[config.mk]
export PLATFORM = sky130hd
export DESIGN_NAME = lattice_scan
export DESIGN_NICKNAME = d
export VERILOG_FILES = /design/src/rtl/lattice_pkg.sv /design/src/rtl/lattice_tick_div.sv /design/src/rtl/lattice_scan.sv
export SDC_FILE = /design/constraint.sdc
export NUM_CORES = 1
export LEC_CHECK = 0
export CAP_MARGIN = 20
export CELL_PAD_IN_SITES_DETAIL_PLACEMENT = 0
export CELL_PAD_IN_SITES_GLOBAL_PLACEMENT = 1
export CORE_ASPECT_RATIO = 1.4
export CORE_MARGIN = 3
export CORE_UTILIZATION = 42
export DETAILED_ROUTE_END_ITERATION = 8
export GPL_TIMING_DRIVEN = 1
export MAX_ROUTING_LAYER = met4
export PLACE_DENSITY = 0.87
export SLEW_MARGIN = 10
export SYNTH_ARGS = -nofsm -noshare
export SYNTH_HDL_FRONTEND = slang
export SYNTH_HIERARCHICAL = 1
export SYNTH_SLANG_ARGS = --single-unit
[constraint.sdc]
create_clock -name clk -period 4.9 [get_ports clk]
set_input_delay 0.49 -clock clk [delete_from_list [all_inputs] [get_ports clk]]
set_output_delay 0.49 -clock clk [all_outputs]
set_load 0.005 [all_outputs]
[src/rtl/lattice_pkg.sv]
// Shared constants, slot-state encoding and row-enable helper for the lattice panel scanner.
package lattice_pkg;

    localparam int ROWS   = 8;
    localparam int COLS   = 8;
    localparam int HSTEPS = 16;

    localparam logic [1:0] ST_BLANK = 2'd0;
    localparam logic [1:0] ST_LOAD  = 2'd1;
    localparam logic [1:0] ST_SHOW  = 2'd2;

    // Active-low one-hot row enable for a row index.
    function automatic logic [ROWS-1:0] row_onehot_n(input logic [2:0] idx);
        logic [ROWS-1:0] v;
        v      = '1;
        v[idx] = 1'b0;
        return v;
    endfunction

endpackage

[src/rtl/lattice_tick_div.sv]
// Modulo-N counter with synchronous clear; publishes its next count and a wrap pulse.
module lattice_tick_div #(
    parameter int N = 4,
    parameter int W = (N > 1) ? $clog2(N) : 1
) (
    input  logic         clk,
    input  logic         rst_n,
    input  logic         i_clr,
    input  logic         i_en,
    output logic [W-1:0] o_cnt_next,
    output logic         o_wrap
);

    localparam logic [W-1:0] LP_LAST = W'(N - 1);

    logic [W-1:0] r_cnt;

    // The wrap pulse is raw; callers gate it against their own clear condition.
    always_comb begin
        o_wrap = i_en && (r_cnt == LP_LAST);
        if (i_clr || o_wrap) begin
            o_cnt_next = '0;
        end else if (i_en) begin
            o_cnt_next = r_cnt + 1'b1;
        end else begin
            o_cnt_next = r_cnt;
        end
    end

    always_ff @(posedge clk) begin
        if (!rst_n) begin
            r_cnt <= '0;
        end else begin
            r_cnt <= o_cnt_next;
        end
    end

endmodule

[src/rtl/lattice_scan.sv]
// Row-scan / scroll timing master for the 8x8 bicolour panel.
// Optional macro LATTICE_DIM_EN adds a dim input that halves the lit part of each row slot.
module lattice_scan
    import lattice_pkg::*;
#(
    parameter int ROW_DIV    = 1000,
    parameter int BLANK_CYC  = 8,
    parameter int SCROLL_DIV = 25
) (
    input  logic       clk,
    input  logic       rst_n,
    input  logic       onride,
    input  logic [7:0] lat_led,
`ifdef LATTICE_DIM_EN
    input  logic       dim,
`endif
    output logic [2:0] lat_Vcnt,
    output logic [3:0] lat_Hcnt,
    output logic [7:0] row_sel_n,
    output logic [7:0] col_R,
    output logic [7:0] col_G,
    output logic       frame_tick
);

    localparam int SW = (ROW_DIV > 1) ? $clog2(ROW_DIV) : 1;
    localparam int FW = (SCROLL_DIV > 1) ? $clog2(SCROLL_DIV) : 1;
    localparam logic [SW-1:0] LP_BLANK = SW'(BLANK_CYC);
`ifdef LATTICE_DIM_EN
    localparam logic [SW-1:0] LP_HALF = SW'(ROW_DIV / 2);
`endif

    logic [2:0]    r_lat_vcnt;
    logic [3:0]    r_lat_hcnt;
    logic [7:0]    r_row_sel_n;
    logic [7:0]    r_col_r;
    logic [7:0]    r_col_g;
    logic          r_frame_tick;
    logic          r_onride_q;

    logic          w_resync;
    logic [SW-1:0] w_slot_next;
    logic          w_slot_wrap;
    logic          w_frame_end;
    logic [FW-1:0] w_frame_cnt_unused;
    logic          w_frame_wrap;
    logic [1:0]    w_state_next;

    assign w_resync    = (onride != r_onride_q);
    assign w_frame_end = w_slot_wrap && (r_lat_vcnt == 3'(ROWS - 1)) && !w_resync;

    lattice_tick_div #(.N(ROW_DIV), .W(SW)) u_slot_div (
        .clk        (clk),
        .rst_n      (rst_n),
        .i_clr      (w_resync),
        .i_en       (1'b1),
        .o_cnt_next (w_slot_next),
        .o_wrap     (w_slot_wrap)
    );

    lattice_tick_div #(.N(SCROLL_DIV), .W(FW)) u_frame_div (
        .clk        (clk),
        .rst_n      (rst_n),
        .i_clr      (w_resync),
        .i_en       (w_frame_end),
        .o_cnt_next (w_frame_cnt_unused),
        .o_wrap     (w_frame_wrap)
    );

    // Decode from the upcoming slot count so registered outputs line up with slot_cnt.
    always_comb begin
        w_state_next = ST_SHOW;
        if (w_slot_next < LP_BLANK) begin
            w_state_next = ST_BLANK;
        end else if (w_slot_next == LP_BLANK) begin
            w_state_next = ST_LOAD;
        end
`ifdef LATTICE_DIM_EN
        else if (dim && (w_slot_next >= LP_HALF)) begin
            w_state_next = ST_BLANK;
        end
`endif
    end

    always_ff @(posedge clk) begin
        if (!rst_n) begin
            r_lat_vcnt   <= '0;
            r_lat_hcnt   <= '0;
            r_row_sel_n  <= 8'hFF;
            r_col_r      <= '0;
            r_col_g      <= '0;
            r_frame_tick <= 1'b0;
            r_onride_q   <= onride;
        end else begin
            r_onride_q   <= onride;
            r_frame_tick <= 1'b0;
            if (w_resync) begin
                r_lat_vcnt  <= '0;
                r_lat_hcnt  <= '0;
                r_row_sel_n <= 8'hFF;
                r_col_r     <= '0;
                r_col_g     <= '0;
            end else begin
                if (w_slot_wrap) begin
                    r_lat_vcnt <= r_lat_vcnt + 3'd1;
                end
                if (w_frame_end) begin
                    r_frame_tick <= 1'b1;
                end
                if (w_frame_wrap) begin
                    r_lat_hcnt <= r_lat_hcnt + 4'd1;
                end
                case (w_state_next)
                    ST_LOAD: begin
                        r_row_sel_n <= 8'hFF;
                        r_col_r     <= onride ? 8'h00 : lat_led;
                        r_col_g     <= onride ? lat_led : 8'h00;
                    end
                    ST_SHOW: r_row_sel_n <= row_onehot_n(r_lat_vcnt);
                    default: r_row_sel_n <= 8'hFF;
                endcase
            end
        end
    end

    assign lat_Vcnt   = r_lat_vcnt;
    assign lat_Hcnt   = r_lat_hcnt;
    assign row_sel_n  = r_row_sel_n;
    assign col_R      = r_col_r;
    assign col_G      = r_col_g;
    assign frame_tick = r_frame_tick;

endmodule

==> results of run 1 <==
==> final cells by class <==
cell class	instances	share of cell area
Multi-Input combinational cell	159	0.418
Sequential cell	48	0.349
Timing Repair Buffer	43	0.155
Tap cell	64	0.0291
Clock buffer	5	0.0250
Clock inverter	3	0.0154
Inverter	6	0.00817
==> routing by layer <==
| metal | wire, um | track usage | vias up |
|---|---|---|---|
| li1 | - | - | 886 |
| met1 | 2020 | 0.190 | 804 |
| met2 | 2160 | 0.253 | 46 |
| met3 | 225 | 0.0368 | 8 |
| met4 | 114 | 0.0829 | 0 |
| met5 | 0 | - | - |
==> worst paths after layout <==
kind | start | to | slack (ns) | depth (start not counted)
min reg2reg | col_G[6]$_SDFFE_PP0N_ | col_G[6]$_SDFFE_PP0N_ | 0.47 | 2
max reg2reg | r_onride_q$_DFF_P_ | col_R[1]$_SDFFE_PP0N_ | 1.96 | 8
min | col_G[6]$_SDFFE_PP0N_ | col_G[6]$_SDFFE_PP0N_ | 0.47 | 2
max | onride | col_R[1]$_SDFFE_PP0N_ | 1.43 | 9
==> critical path: cells and delay by family <==
kind / cells / cell delay, ns
AND/OR/NAND/NOR: 2 / 1.22
XOR/XNOR: 1 / 0.35
buffers and inverters: 3 / 1.14
multiplexers: 1 / 0.28
AO/OA/AOI/OAI: 2 / 0.21
==> placed cells by master, fill, tap and decap left out, types with 2 or more instances in the layout <==
master and n:
a21oi_1 10, and3_1 3, clkbuf_8 5, clkdlybuf4s50_1 42, dfxtp_1 48, ha_1 6
inv_1 5, mux2i_1 21, nand2_1 7, nand3_1 19, nand4_1 15, nand4_2 2
nand4b_1 11, nor2_1 26, nor2b_1 3, nor3_1 2, o31ai_1 4, or4_1 3
xnor2_1 4, xor2_1 8
==> flip-flops by register name, indices dropped and copies added (netlist names) <==
name,count
u_slot_div/r_cnt,10
col_G,8
col_R,8
row_sel_n,8
u_frame_div/r_cnt,5
lat_Hcnt,4
lat_Vcnt,3
frame_tick,1
r_onride_q,1
==> power breakdown <==
group / internal (uW) / total (uW) / switching (uW)
logic: 17.5 / 47.6 / 30.1
registers: 391 / 393 / 2.26
clock network: 151 / 284 / 133
total: 559 / 725 / 165
==> metrics by stage <==
step	hold WS (ns)	util
finish	0.470	0.552
global route	0.501	0.552
CTS	0.474	0.552
detailed placement	0.462	0.530
global placement	0.454	0.530
floorplan	0.463	-
==> metrics.txt, run 1 <==
run status=complete, no violations; initial antenna violation count=0; Floorplan Core Area=0.00499 mm2; warnings from Yosys=6; post-synthesis cell count=227; RSZ-0062 raised after global routing=no; postcts setup bufs=0; I/O pin cnt=43; measured slew at the worst slew-check pin=0.949 ns; grt total ovfl=0; CP Launch Type=input pin; Die X=67.5 um; crit-path max cell delay=0.88 ns; worst hold path type=reg2reg; worst endpoint data arrival time=3.70 ns; Max transition margin=0.368; vias=1744; crit path max-delay cell type=and4_1; WS Path Type=in2reg; FF+latch area=961 um2; Power Total=725 uW; Mean Syn Cell Area=9.79 um2; DR WL/cell=13.8 um; Die ar.=0.00621 mm2; Worst Path Required=5.13 ns; fin crit period=3.47 ns; Final Non-Filler Cells=328; final max-slew violation count=0; Final Hold Fails=0; P per Cell Area=263 mW/mm2; CTS Hold Bufs=0; Layout Nets=280; endpoints failing setup=0; setup_tns=0 ns; Max clock buf depth=2; largest net degree at the start of global routing=36; Worst IR Drop VDD=0.140 mV; gpl congestion=0.782; FILL cells=472; area grow syn2layout=23.9%; Skew-Pair Late Insertion Delay=0.30 ns; starting density of the core=0.445; FMAX=288 MHz; Rows=30; crit path cell chain=clkdlybuf4s50_1 -> xnor2_4 -> inv_2 -> inv_1 -> o31ai_4 -> a21oi_1 -> nor4_1 -> and4_1 -> mux2i_1; share of layout cells above drive strength 1=0.0720; Placed Cells=320; CP endpoint kind=register; CTS tree=built; vias in the first global route=1654; period utilisation layout=0.709; footprint of the multi-input gates=0.00115 mm2; number of diodes=0; CTS resizes=0; drt first pass iters=4; post-synth net total=244; Syn Std Cell Area=0.00222 mm2; vias per std cell=5.32; I/O Buffers=42; dpl cell area=0.00264 mm2; GRT Util Overall=0.162; leakage power=0.000928 uW; Sink Count=48; worst clock skew=0.00606 ns; clk slew on worst S/H paths=0.09 ns; ANT nets after route=0; CTS buffer count=5; first-pass GRT wire length=7.60 mm; CP Max Fanout=28; Root Driver=clkbuf_8; post-route setup slack=1.43 ns; htree depth=2; # DRC=0; finished layout cell area=0.00276 mm2; dpl hpwl=3.21 mm; final wirelength=4.51 mm; Max-cap violations=0; Initial DRC Count=186; Die Y=92.1 um; pre-CTS setup slack=1.12 ns
(Power assumes the default switching activity.)
==> run 2: changes to the inputs <==
CORE_UTILIZATION = 39   (was 42)
PLACE_DENSITY = 0.81   (was 0.87)
clock period = 3.4 ns   (was 4.9 ns; I/O delays follow)
==> run 2 against run 1 <==
Final cell count up 1.5%. First-iteration DRC count down 28%. Global-route usage down 1.3 points. Design area up 1.3%. Core utilization down 3.1 points. Critical path type unchanged. Critical path depth unchanged. Register-to-register slack worse by 1.2 ns. Highest routed layer unchanged. Die area up 7.1%. Clock skew up 0.0030 ns. Sequential share of layout area down 0.44 points. Sequential power up 44%.
==> metrics.txt, run 2 (synthesized netlist as in run 1, its figures left out) <==
run status=complete, no violations (unchanged); # DRC=0 (unchanged); fin crit period=2.69 ns; gpl congestion=0.750 (was 0.782); worst clock skew=0.00911 ns (was 0.00606 ns); clk slew on worst S/H paths=0.08 ns (was 0.09 ns); I/O pin cnt=43 (unchanged); Power Total=1070 uW (was 725 uW); P per Cell Area=382 mW/mm2 (was 263 mW/mm2); CP Max Fanout=28 (unchanged); CTS resizes=0 (unchanged); postcts setup bufs=0 (unchanged); share of layout cells above drive strength 1=0.0824 (was 0.0720); drt first pass iters=4 (unchanged); FMAX=372 MHz; period utilisation layout=0.791; vias in the first global route=1690 (was 1654); CTS tree=built (unchanged); ANT nets after route=0 (unchanged); Sink Count=48 (unchanged); dpl cell area=0.00267 mm2 (was 0.00264 mm2); FILL cells=511 (was 472); largest net degree at the start of global routing=29 (was 36); starting density of the core=0.415 (was 0.445); Final Hold Fails=0 (unchanged); Die X=69.8 um (was 67.5 um); first-pass GRT wire length=7.82 mm (was 7.60 mm); setup_tns=0 ns (unchanged); Final Non-Filler Cells=333 (was 328); DR WL/cell=14.2 um (was 13.8 um); CP Launch Type=input pin (unchanged); Root Driver=clkbuf_8 (unchanged); RSZ-0062 raised after global routing=no (unchanged); vias per std cell=5.38 (was 5.32); Max transition margin=0.512 (was 0.368); Die ar.=0.00666 mm2 (was 0.00621 mm2); Max clock buf depth=2 (unchanged); Placed Cells=325 (was 320); CP endpoint kind=register (unchanged); area grow syn2layout=25.5% (was 23.9%); initial antenna violation count=0 (unchanged); CTS Hold Bufs=0 (unchanged); Worst Path Required=3.55 ns (was 5.13 ns); FF+latch area=961 um2 (unchanged); GRT Util Overall=0.149 (was 0.162); vias=1792 (was 1744); WS Path Type=in2reg (unchanged); worst hold path type=reg2reg (unchanged); footprint of the multi-input gates=0.00115 mm2 (unchanged); htree depth=2 (unchanged); grt total ovfl=0 (unchanged); Floorplan Core Area=0.00535 mm2 (was 0.00499 mm2); final wirelength=4.73 mm (was 4.51 mm); most frequent cells in the layout=dfxtp_1 (48), clkdlybuf4s50_1 (42), nor2_1 (26) (unchanged); CTS buffer count=5 (unchanged); Die Y=95.3 um (was 92.1 um); measured slew at the worst slew-check pin=0.732 ns (was 0.949 ns); dpl hpwl=3.38 mm (was 3.21 mm); Worst IR Drop VDD=0.241 mV (was 0.140 mV); Layout Nets=283 (was 280); commonest non-fill, non-tap cell in the layout=dfxtp_1 (unchanged); Largest register FFs=10 (unchanged); final max-slew violation count=0 (unchanged); endpoints failing setup=0 (unchanged); Rows=31 (was 30); Initial DRC Count=134 (was 186); worst endpoint data arrival time=2.84 ns (was 3.70 ns); Max-cap violations=0 (unchanged); finished layout cell area=0.00279 mm2 (was 0.00276 mm2); number of diodes=0 (unchanged); leakage power=0.000951 uW (was 0.000928 uW); Skew-Pair Late Insertion Delay=0.30 ns (about the same); I/O Buffers=42 (unchanged); Most flops, register=u_slot_div/r_cnt (unchanged)
==> run 2: changes by cell type in the layout (fill, tap and decap cells not counted), sizes merged <==
cell      before  now
buf            1    4
clkinvlp       1    0
clkbuf         5    6
==> run 2: area by class of cell <==
type,instances,share of cell area
Clock buffer,6,0.0296
Tap cell,66,0.0296
Sequential cell,48,0.344
Clock inverter,2,0.0139
Timing Repair Buffer,46,0.161
Multi-Input combinational cell,159,0.413
Inverter,6,0.00807
==> run 2: critical path: stages <==
cell             delay (ns)
clkdlybuf4s50_1        0.52
xnor2_4                0.65
inv_2                  0.12
inv_1                  0.18
o31ai_4                0.14
nor2_1                 0.13
nor3_1                 0.07
o211ai_1               0.54
nand4_1                0.15
==> run 2: power breakdown <==
group / total [uW] / switching (uW) / internal (uW)
Combinational: 69.3 / 43.4 / 25.9
Sequential: 567 / 3.66 / 563
Clock: 430 / 189 / 241
Total: 1070 / 236 / 830
==> run 2: worst paths after layout <==
kind                    startpoint                 endpoint  slack, ns  cells after the start
max                         onride  row_sel_n[1]$_SDFF_PP1_       0.71                      9
min reg2reg  col_R[0]$_SDFFE_PP0N_    col_R[0]$_SDFFE_PP0N_       0.47                      2
max reg2reg     r_onride_q$_DFF_P_    col_G[0]$_SDFFE_PP0N_       0.80                      9
min          col_R[0]$_SDFFE_PP0N_    col_R[0]$_SDFFE_PP0N_       0.47                      2
==> run 2: routing by layer <==
layer  part of all wire  wire, um  track usage  vias to the layer above
li1                   -         -            -                      899
met1               0.45      2110        0.175                      849
met2               0.50      2360        0.253                       39
met3              0.042       200       0.0327                        5
met4              0.012        56       0.0527                        0
met5                  0         0            -                        -
==> run 2: stage by stage <==
step | worst slack (ns) | util | hold WS [ns]
floorplan | 1.01 | - | 0.368
CTS | 0.733 | 0.521 | 0.474
global route | 0.445 | 0.521 | 0.495
detailed placement | 0.426 | 0.499 | 0.462
global placement | 0.487 | 0.499 | 0.456
finish | 0.711 | 0.521 | 0.469
==> run 3: changes to the inputs <==
clock period = 2.8 ns   (was 3.4 ns; I/O delays follow)
==> run 3 against run 2 <==
Critical path depth is 1 lower. Clock power rose by 0.9%. First-iteration DRC count fell by 13%. Non-clock buffer count is 1 higher. Sequential share of layout area is essentially flat. Hold slack improved by 0.0015 ns. Worst setup slack worse by 0.30 ns. Critical path type is now reg2reg. Critical endpoint is now col_G[0]$_SDFFE_PP0N_.
==> metrics.txt, run 3 (synthesized netlist as in run 1, its figures left out) <==
run status=complete, no violations (unchanged); period utilisation layout=0.854; most frequent cells in the layout=dfxtp_1 (48), clkdlybuf4s50_1 (42), nor2_1 (26) (unchanged); Die X=69.8 um (unchanged); finished layout cell area=0.00279 mm2 (about the same); commonest non-fill, non-tap cell in the layout=dfxtp_1 (unchanged); final wirelength=4.45 mm (was 4.73 mm); Sink Count=48 (unchanged); Skew-Pair Late Insertion Delay=0.30 ns (about the same); I/O Buffers=42 (unchanged); measured slew at the worst slew-check pin=0.585 ns (was 0.732 ns); postcts setup bufs=0 (unchanged); CTS Hold Bufs=0 (unchanged); ANT nets after route=0 (unchanged); vias=1762 (was 1792); Floorplan Core Area=0.00535 mm2 (unchanged); P per Cell Area=433 mW/mm2 (was 382 mW/mm2); CP Max Fanout=16 (was 28); worst clock skew=0.00911 ns (about the same); CTS resizes=0 (unchanged); Max transition margin=0.608 (was 0.512); pre-CTS setup slack=0.320 ns (was 0.426 ns); dpl cell area=0.00269 mm2 (was 0.00267 mm2); endpoints failing setup=0 (unchanged); FILL cells=500 (was 511); crit path cell chain=ha_1 -> nand3_2 -> o31ai_4 -> a21oi_1 -> nor4_1 -> and4_1 -> buf_12 -> mux2i_1 (was clkdlybuf4s50_1 -> xnor2_4 -> inv_2 -> inv_1 -> o31ai_4 -> nor2_1 -> nor3_1 -> o211ai_1 -> nand4_1); largest net degree at the start of global routing=37 (was 29); setup_tns=0 ns (unchanged); FF+latch area=961 um2 (unchanged); grt total ovfl=0 (unchanged); Layout Nets=284 (was 283); number of diodes=0 (unchanged); initial antenna violation count=0 (unchanged); # DRC=0 (unchanged); Rows=31 (unchanged); CP Launch Type=register (was input pin); Largest register FFs=10 (unchanged); leakage power=0.000941 uW (was 0.000951 uW); crit-path max cell delay=0.43 ns (was 0.65 ns); fin crit period=2.39 ns; gpl congestion=0.774 (was 0.750); WS Path Type=reg2reg (was in2reg); share of layout cells above drive strength 1=0.0858 (was 0.0824); CP delay by family, top=simple AND/OR/NAND/NOR gates (was buffers and inverters); Max-cap violations=0 (unchanged); post-route setup slack=0.408 ns (was 0.711 ns); FMAX=418 MHz; vias in the first global route=1597 (was 1690); dpl hpwl=3.22 mm (was 3.38 mm); Worst Path Required=3.04 ns (was 3.55 ns); RSZ-0062 raised after global routing=no (unchanged); Worst IR Drop VDD=0.233 mV (was 0.241 mV); DR WL/cell=13.3 um (was 14.2 um); Placed Cells=326 (was 325); vias per std cell=5.28 (was 5.38); worst endpoint data arrival time=2.63 ns (was 2.84 ns); GRT Util Overall=0.140 (was 0.149); area grow syn2layout=25.3% (was 25.5%); final max-slew violation count=0 (unchanged); starting density of the core=0.415 (unchanged); worst hold path type=reg2reg (unchanged); Buf/Inv on CP=1 (was 3); I/O pin cnt=43 (unchanged); CTS tree=built (unchanged); Max clock buf depth=2 (unchanged); Die Y=95.3 um (unchanged); Final Hold Fails=0 (unchanged); CP endpoint kind=register (unchanged); Initial DRC Count=116 (was 134); crit path max-delay cell type=o31ai_4 (was xnor2_4); footprint of the multi-input gates=0.00115 mm2 (unchanged); Final Non-Filler Cells=334 (was 333); CTS buffer count=5 (unchanged); Die ar.=0.00666 mm2 (unchanged); first-pass GRT wire length=7.33 mm (was 7.82 mm); drt first pass iters=4 (unchanged); Most flops, register=u_slot_div/r_cnt (unchanged); clk slew on worst S/H paths=0.09 ns (was 0.08 ns); Root Driver=clkbuf_8 (unchanged); htree depth=2 (unchanged)
[run 3: cell count changes in the layout (fill, tap and decap cells not counted), sizes merged]
cell | before | now
buf | 4 | 5
bufinv | 1 | 0
clkinv | 1 | 0
clkinvlp | 0 | 2
[run 3: cell type report]
cell class                 count  area share
clock buffer                   6      0.0296
clock inverter                 2     0.00539
inverter                       6     0.00808
multi-input combinational    159       0.414
sequential                    48       0.345
tap                           66      0.0296
timing repair buffer          47       0.169
[run 3: power breakdown]
part | internal, uW | switching [uW]
logic | 33.3 | 53.0
clock network | 200 | 233
registers | 684 | 4.02
[run 3: worst register-to-register path, stage by stage, from the launching register on]
cell	delay (ns)
dfxtp_1	0.39
ha_1	0.22
nand3_2	0.20
o31ai_4	0.43
a21oi_1	0.08
nor4_1	0.36
and4_1	0.29
buf_12	0.18
mux2i_1	0.20
[run 3: stage by stage]
stage                util  hold slack [ns]  total power, uW
floorplan               -            0.308              761
global placement    0.502            0.455              790
detailed placement  0.502            0.459              790
CTS                 0.521            0.475             1230
global route        0.521            0.501             1260
finish              0.521            0.471             1210
[run 3: worst paths after layout]
kind / start / end / slack (ns) / depth (start not counted)
worst max-delay path: u_slot_div/r_cnt[0]$_SDFF_PN0_ / col_G[0]$_SDFFE_PP0N_ / 0.41 / 8
worst min-delay path: col_G[7]$_SDFFE_PP0N_ / col_G[7]$_SDFFE_PP0N_ / 0.47 / 2
worst max register to register: u_slot_div/r_cnt[0]$_SDFF_PN0_ / col_G[0]$_SDFFE_PP0N_ / 0.41 / 8
worst min register to register: col_G[7]$_SDFFE_PP0N_ / col_G[7]$_SDFFE_PP0N_ / 0.47 / 2
[run 3: per-layer routing]
metal | wire length (um) | track usage | vias to the layer above
met5 | 0 | - | -
met4 | 55 | 0.0575 | 0
met3 | 183 | 0.0338 | 5
met2 | 2110 | 0.231 | 44
li1 | - | - | 901
met1 | 2100 | 0.163 | 812
